===== config.mk =====
export PLATFORM = sky130hd
export DESIGN_NAME = shift_unit_iter
export DESIGN_NICKNAME = d
export VERILOG_FILES = /design/src/rtl/cpu_defs.sv /design/src/rtl/shift_unit_step.sv /design/src/rtl/shift_unit_iter.sv
export SDC_FILE = /design/constraint.sdc
export NUM_CORES = 1
export LEC_CHECK = 0
export ABC_AREA = 1
export BUFFER_PORTS_ARGS = -buffer_cell sky130_fd_sc_hd__buf_2
export CAP_MARGIN = 20
export CORE_UTILIZATION = 56
export DETAILED_ROUTE_END_ITERATION = 10
export PLACE_DENSITY_LB_ADDON = 0.3
export RECOVER_POWER = 100
export SLEW_MARGIN = 25
export SYNTH_ARGS = -nofsm -noshare
export SYNTH_HDL_FRONTEND = slang
export SYNTH_SLANG_ARGS = --single-unit

===== constraint.sdc =====
create_clock -name clock -period 1.63 [get_ports clock]
set_input_delay 0.4075 -clock clock [delete_from_list [all_inputs] [get_ports clock]]
set_output_delay 0.4075 -clock clock [all_outputs]
set_load 0.1 [all_outputs]

===== src/rtl/cpu_defs.sv =====
// rtl/cpu_defs.sv - shared CPU definitions for the shift/rotate execution unit
// Purpose: shift op encodings, shift-unit FSM state encodings, flag bit indices
//          and a small op-legality helper shared by the shift unit files.
// Ports:   none (package).
package cpu_defs;

  localparam logic [2:0] SHOP_SLL = 3'b000;
  localparam logic [2:0] SHOP_SRL = 3'b001;
  localparam logic [2:0] SHOP_SLA = 3'b010;
  localparam logic [2:0] SHOP_SRA = 3'b011;
  localparam logic [2:0] SHOP_ROL = 3'b100;
  localparam logic [2:0] SHOP_ROR = 3'b101;

  typedef enum logic [1:0] {
    SHST_IDLE = 2'd0,
    SHST_BUSY = 2'd1,
    SHST_DONE = 2'd2
  } shst_e;

  // Bit positions inside the packed cf/zf/nf flag vector.
  localparam int CF = 0;
  localparam int ZF = 1;
  localparam int NF = 2;

  // Encodings 11x are reserved; everything else is a real shift/rotate.
  function automatic logic shop_legal(input logic [2:0] op);
    return op[2:1] != 2'b11;
  endfunction

endpackage


===== src/rtl/shift_unit_step.sv =====
// rtl/shift_unit_step.sv - combinational multi-bit shift/rotate step with carry-out
// Purpose: shifts data by k bits (0..STEP) in the selected mode and reports the
//          last bit moved out (carry is 0 when k=0 or the mode is illegal).
// Ports:   mode  in  3        shift/rotate op encoding
//          data  in  WIDTH    value to shift
//          k     in  SHAMT_W  bits to shift this cycle, never above STEP
//          out   out WIDTH    shifted value
//          carry out 1        last bit shifted/rotated out
module shift_unit_step
  import cpu_defs::*;
#(
  parameter int WIDTH   = 16,
  parameter int STEP    = 1,
  parameter int SHAMT_W = $clog2(WIDTH)
) (
  input  logic [2:0]         mode,
  input  logic [WIDTH-1:0]   data,
  input  logic [SHAMT_W-1:0] k,
  output logic [WIDTH-1:0]   out,
  output logic               carry
);

  // Unrolled chain of STEP single-bit stages; stages at or beyond k pass through,
  // so carry ends up holding the bit dropped by the last active stage.
  always_comb begin
    out   = data;
    carry = 1'b0;
    for (int i = 0; i < STEP; i++) begin
      if (i < int'(k)) begin
        case (mode)
          SHOP_SLL: begin carry = out[WIDTH-1]; out = {out[WIDTH-2:0], 1'b0}; end
          SHOP_SRL: begin carry = out[0];       out = {1'b0, out[WIDTH-1:1]}; end
          // SLA keeps the sign bit in place and shifts only the magnitude bits.
          SHOP_SLA: begin carry = out[WIDTH-2]; out = {out[WIDTH-1], out[WIDTH-3:0], 1'b0}; end
          SHOP_SRA: begin carry = out[0];       out = {out[WIDTH-1], out[WIDTH-1:1]}; end
          SHOP_ROL: begin carry = out[WIDTH-1]; out = {out[WIDTH-2:0], out[WIDTH-1]}; end
          SHOP_ROR: begin carry = out[0];       out = {out[0], out[WIDTH-1:1]}; end
          default:  begin carry = 1'b0;         out = data; end
        endcase
      end
    end
  end

endmodule


===== src/rtl/shift_unit_iter.sv =====
// rtl/shift_unit_iter.sv - iterative multi-cycle shift/rotate unit for the EX stage
// Purpose: runs one shift/rotate op over ceil(shamt/STEP) cycles and publishes
//          result plus cf/zf/nf with a one-cycle done pulse.
// Ports:   clock   in  1        rising-edge clock
//          reset   in  1        synchronous, active-high
//          start   in  1        request, taken only when not busy
//          flush   in  1        abort to idle, outputs keep their values
//          op      in  3        shift/rotate mode
//          operand in  WIDTH    value to shift
//          shamt   in  SHAMT_W  shift count
//          busy    out 1        operation in flight
//          done    out 1        result/flags just updated
//          result  out WIDTH    last completed result
//          cf/zf/nf out 1       carry, zero, negative of last result
module shift_unit_iter
  import cpu_defs::*;
#(
  parameter int WIDTH   = 16,
  parameter int SHAMT_W = $clog2(WIDTH),
  parameter int STEP    = 1
) (
  input  logic               clock,
  input  logic               reset,
  input  logic               start,
  input  logic               flush,
  input  logic [2:0]         op,
  input  logic [WIDTH-1:0]   operand,
  input  logic [SHAMT_W-1:0] shamt,
  output logic               busy,
  output logic               done,
  output logic [WIDTH-1:0]   result,
  output logic               cf,
  output logic               zf,
  output logic               nf
);

  localparam logic [SHAMT_W-1:0] STEP_V = SHAMT_W'(STEP);

  shst_e              state, state_next;
  logic [WIDTH-1:0]   work;
  logic [2:0]         op_q;
  logic [SHAMT_W-1:0] rem, k;
  logic [WIDTH-1:0]   step_out, wb_val;
  logic               step_carry, wb_cf;
  logic               load, fast, finish;
  logic [2:0]         flags;

  assign k = (rem < STEP_V) ? rem : STEP_V;

  shift_unit_step #(
    .WIDTH  (WIDTH),
    .STEP   (STEP),
    .SHAMT_W(SHAMT_W)
  ) u_step (
    .mode (op_q),
    .data (work),
    .k    (k),
    .out  (step_out),
    .carry(step_carry)
  );

  always_ff @(posedge clock) begin
    if (reset) state <= SHST_IDLE;
    else       state <= state_next;
  end

  // load: a request is taken; fast: it completes without iterating;
  // finish: the BUSY edge that consumes the last remaining bits.
  always_comb begin
    state_next = state;
    load       = 1'b0;
    fast       = 1'b0;
    finish     = 1'b0;
    case (state)
      SHST_IDLE, SHST_DONE: begin
        state_next = SHST_IDLE;
        if (start) begin
          load = 1'b1;
          if (shamt == '0 || !shop_legal(op)) begin
            fast       = 1'b1;
            state_next = SHST_DONE;
          end else begin
            state_next = SHST_BUSY;
          end
        end
      end
      SHST_BUSY: begin
        if (rem <= STEP_V) begin
          finish     = 1'b1;
          state_next = SHST_DONE;
        end
      end
      default: state_next = SHST_IDLE;
    endcase
    // Flush beats everything, including a same-cycle start.
    if (flush) begin
      state_next = SHST_IDLE;
      load       = 1'b0;
      fast       = 1'b0;
      finish     = 1'b0;
    end
  end

  // Fast completions pass the operand through with no carry.
  assign wb_val = fast ? operand : step_out;
  assign wb_cf  = fast ? 1'b0    : step_carry;

  always_ff @(posedge clock) begin
    if (reset) begin
      work   <= '0;
      op_q   <= SHOP_SLL;
      rem    <= '0;
      result <= '0;
      flags  <= '0;
    end else begin
      if (load) begin
        work <= operand;
        op_q <= op;
        rem  <= shamt;
      end else if (state == SHST_BUSY) begin
        work <= step_out;
        rem  <= rem - k;
      end
      if (fast || finish) begin
        result    <= wb_val;
        flags[CF] <= wb_cf;
        flags[ZF] <= (wb_val == '0);
        flags[NF] <= wb_val[WIDTH-1];
      end
    end
  end

  assign busy = (state == SHST_BUSY);
  assign done = (state == SHST_DONE);
  assign cf   = flags[CF];
  assign zf   = flags[ZF];
  assign nf   = flags[NF];

endmodule


# Word level (Yosys, flattened, before mapping)
# Cells that the tools add are included.
# op_classes
n_bitwise	0
addsub	1
n_div	0
multipliers	0
shift	0
mux	25
reduce_logical	12
order_cmp	3
eq_ne	9
# op_table
operator	n
$pmux 16 s6	1
$mux 16	4
$logic_not 16->1	1
$mux 1	12
$mux 4	3
$eq 3x2->1 const B	2
$eq 3x3->1 const B	2
$mux 2	3
$reduce_or 2->1	3
$le 4x1->1 const B	1
$logic_not 4->1	1
$lt 1x4->1 const A	1
$lt 4x1->1 const B	1
$pmux 2 s2	1
$sub 4x4->4	1
$eq 3x1->1 const B	1
$logic_not 3->1	1
$pmux 1 s3	1
$reduce_or 3->1	1
$eq 2x1->1 const B	1
$eq 2x2->1 const B	1
$logic_not 2->1	1
$logic_or 1x1->1	2
$ne 2x1->1 const B	1
3 further kinds	3
# word_totals
mem_count	0
romBits	0
reg_bits	44
mem_bits_rw	0
word_cells	56
latchBits	0

# Longest topological paths before layout
# depth
depth_word	9
mapped_depth	13
mapped_depth_nobuf	13

# Modules after synthesis
# A second synthesis with hierarchy kept.
# hier_totals
cells_unflattened	416
area_unflattened_um2	2622.5
# modules_own_cells
mod	instances	cells_per_inst	seq_area_each_um2	area_per_inst_um2
shift_unit_iter	1	289	860.8	2028.2
shift_unit_step	1	127	0.0	594.3

# Least setup slack after synthesis
# No wires, ideal clock.
# synth_path
path_type	register to output
start	register state[1]
end	output port done
required_ns	1.222
path_slack_ns	-0.377
path_stages_with_launch	3
arrival_ns	1.600
path_buffers	0
path_cell_list	dfxtp_1 > inv_1 > nor2_1
# synth_between
elab_chain_cells	1
# synth_lines
element	line	rtl
start, declared	shift_unit_iter.sv:39	shst_e state, state_next;
start signal, assigned	shift_unit_iter.sv:64	else state <= state_next;
$eq 2x2->1	shift_unit_iter.sv:134	assign done = (state == SHST_DONE);
end, declared	shift_unit_iter.sv:30	output logic done,
# Every way passes these cells.

# Worst setup path after layout
# layout_path
start	register rem[2]
end	register flags[1]
# layout_between
elab_chain_cells	6
elab_cells_between_ends	11
classes_between	order compare (3); mux (6); reduce/logical (2)
# layout_lines
element	line	rtl
start, declared	shift_unit_iter.sv:42	logic [SHAMT_W-1:0] rem, k;
start signal, assigned	shift_unit_iter.sv:119	rem <= shamt;
start signal, assigned	shift_unit_iter.sv:122	rem <= rem - k;
$lt 4x1->1	shift_unit_iter.sv:48	assign k = (rem < STEP_V) ? rem : STEP_V;
$mux 4	shift_unit_iter.sv:48	
$lt 1x4->1	shift_unit_step.sv:29	if (i < int'(k)) begin
$mux 16	shift_unit_step.sv:29	
$mux 16	shift_unit_iter.sv:105	assign wb_val = fast ? operand : step_out;
$logic_not 16->1	shift_unit_iter.sv:127	flags[ZF] <= (wb_val == '0);
end signal, assigned by index	shift_unit_iter.sv:126	flags[CF] <= wb_cf;
end signal, assigned by index	shift_unit_iter.sv:127	
end signal, assigned by index	shift_unit_iter.sv:128	flags[NF] <= wb_val[WIDTH-1];
end, declared	shift_unit_iter.sv:46	logic [2:0] flags;
# Several ways; a longest one is shown, not always the timed one.
# A chain may end at the register's enable or synchronous reset.

==> flow_summary.toml <==
[status]
status = "finished with violations"
failed_checks = "design-rule violations, negative setup slack"

[power]
powerDensity_nw_per_um2 = 915.7
peakVddDrop_mv = 0.7049
p_leak_uw = 0.001673

[hold_path]
min_path_type = "input pin to flop"
hold_start = "op[2]"
whs_path_depth = 3

[synth]
synth.avg_cell_area_sq_um = 6.510
yosysSeqAreaShare_pct = 32.73
yosysWarningCount = 0
ys_ff_latch = 43
ys_types = 31
synth_cells = 404
synth_fp_nets = 432
syn-cell-area_sq_um = 2630

[sta]
slew_violations = 0
finalSetupViolCount = 1
setup_tns_ns = -0.02175
finClkSkew_ns = 0.01077
rsz0062_at_grt = "yes"
fin_crit_ns = 1.652
fin_ws_ns = -0.02175
fin_crit_sh_pct = 101.3
slew_headroom_pct = 67.37
tightest_slew_ns = 0.4929
hold_viol = 0
fmax_mhz = 605.4

[floorplan]
rows = 24
pin_count = 48
die_area_sq_um = 4974
start_util_pct = 59.18
core_area_sq_um = 4444
chipWidth_um = 70.53
die_y_um = 70.53

[clock_network]
cts_hold_buffers = 0
h-tree-depth = 2
path_clk_slew_ns = 0.08
root_buffer = "clkbuf_8"
clk_latency_ns = 0.30
cts_tree = "yes"
cts_max_path_buffers = 2
clock-sinks = 43
cts_buffers = 5

[place]
portBuffers = 47
dpl.hpwl_um = 5482
placed_area_sq_um = 3219
dp_cells = 525
place_congestion = 0.9338

[route]
wl_per_cell_um = 14.93
drtPass1Iterations = 8
vias = 3173
drtAntennaViolNets = 0
vias_per_cell = 5.920
drc_errors = 4
wl_um = 8005
drt_iter0_drc = 488

[setup_path]
startpoint_type = "flop"
cp.required_ns = 1.86
path_class = "flop to flop"
cp_max_fo = 7
worstReg2RegStart = "rem[2]"
crit_path_start = "rem[2]"
endpoint_kind = "flop"
crit_arrival_ns = 1.88
worstRegToRegCells = 13

[layout]
area_growth_pct = 32.45
final_area_sq_um = 3483
layout.nets = 511
drive_gt1_share_pct = 32.85
diodes = 0
stdcell_count = 536

[global_routing]
antenna_found_initial = 0
grt_max_degree = 37
grt_overflow = 0
grt_pass1_vias = 2784
track_usage_pct = 30.88
grt_pass1_wl_um = 12370

[job]
maxCapViolCount = 0
critical path, cell delays in order, from the launching register on:
cell and delay, ns:
dfxtp_4 0.39, nor2_4 0.05, nand2_4 0.08, nand2_4 0.08, buf_8 0.15, nand2_1 0.07, nand2_2 0.08, nand2_2 0.07
nand2_1 0.08, nor2_1 0.15, nand2_1 0.09, nor2_2 0.11, nand2_1 0.07, a21oi_2 0.12
metrics by stage:
step / setup slack (ns) / utilization, % / hold slack [ns] / total power (uW)
global placement: -0.05362 / 72.44 / 0.4550 / 2299
CTS: 0.004518 / 75.37 / 0.3623 / 3069
global route: -0.1751 / 78.38 / 0.3769 / 3331
floorplan: 0.04618 / - / 0.4769 / 1932
detailed placement: -0.1195 / 72.44 / 0.4639 / 2316
finish: -0.02175 / 78.38 / 0.3703 / 3190
synthesized netlist by cell type:
library cell	number	area (sq um)
nand4_1	6	37.54
nand3_2	5	50.05
xnor2_1	1	8.760
buf_4	4	30.03
o211ai_1	13	97.59
a211oi_1	1	7.510
clkinv_1	1	3.750
inv_1	46	172.7
buf_12	1	20.02
clkbuf_1	7	26.28
a221oi_1	1	8.760
ha_1	1	12.51
dfxtp_1	43	860.8
o221ai_1	1	8.760
a21oi_1	5	25.02
buf_2	7	35.03
o21ai_0	8	40.04
nand3_1	79	395.4
nand2_1	103	386.6
a21oi_2	1	8.760
o311ai_0	1	8.760
inv_2	4	15.01
nor2_1	25	93.84
a31oi_1	18	112.6
o21ai_1	1	5.000
nand2_2	12	75.07
buf_6	2	22.52
nor2_2	2	12.51
nand2_4	3	33.78
buf_1	1	3.750
nor2_4	1	11.26
per-layer routing:
metal | routed length (um) | global-route usage (%) | up-vias
li1 | - | - | 1494
met1 | 3319 | 42.33 | 1449
met3 | 870 | 9.117 | 37
met4 | 238 | 9.333 | 0
met2 | 3577 | 47.36 | 193
met5 | 0 | 0 | -
final timing paths:
kind / endpoint / slack, ns
hold reg to reg: flags[0] / 0.48
setup / recovery: flags[1] / -0.02
setup reg to reg: flags[1] / -0.02
hold / removal: op_q[2] / 0.37
cells by family after synthesis:
| group | share of synthesized area [%] |
|---|---|
| buffers and inverters | 12.51 |
| adders and majority gates | 0.4757 |
| xor gates and xnor gates | 0.3331 |
| DFF | 32.73 |
| AOI/OAI and AO/OA | 12.27 |
| and+or+nand+nor | 41.67 |
state kept, by name (all words and copies together) (netlist names):
name / count
state: 2
work: 16
rem: 4
result: 16
flags: 2
op_q: 3
cell type report:
| class | count | area (sq um) |
|---|---|---|
| Clock buffer | 8 | 100.1 |
| Timing Repair Buffer | 94 | 704.4 |
| Tap cell | 52 | 65.06 |
| Sequential cell | 43 | 879.6 |
| Inverter | 51 | 196.4 |
| Multi-Input combinational cell | 288 | 1538 |
| Fill cell | 281 | 960.9 |
cells in the final DEF, fill, tap and decap left out:
cell / count
o21ai_1: 1
o21ai_0: 8
o311ai_0: 1
nor2_4: 5
nand2_1: 98
clkinv_1: 1
ha_1: 1
nor2_2: 4
o211ai_1: 13
inv_2: 3
a21oi_2: 1
nand2_4: 4
nand3_2: 14
inv_4: 2
a221oi_1: 1
buf_4: 39
a21oi_1: 5
clkbuf_8: 7
nand3_1: 70
nand2_2: 16
xnor2_1: 1
dfxtp_2: 6
o221ai_1: 1
dfxtp_4: 3
buf_8: 1
clkbuf_1: 1
a211oi_1: 1
dfxtp_1: 34
nor2_1: 19
buf_12: 8
buf_6: 1
inv_1: 45
a31oi_1: 18
nand4_1: 6
buf_2: 45
report_power, final:
part	switching (uW)	internal, uW
logic	788	468
clock network	364	387
registers	66.1	1120
timing repair:
item | 4_1_cts | 5_1_grt
buffers inserted | 1 | 2
gates resized for setup | 6 | 38
setup endpoints to repair | 2 | 22
endpoints found under the hold margin | 0 | 0
cloned | 0 | 0
pin swaps | 0 | 12
No activity file was read; power rests on OpenSTA's default activity.
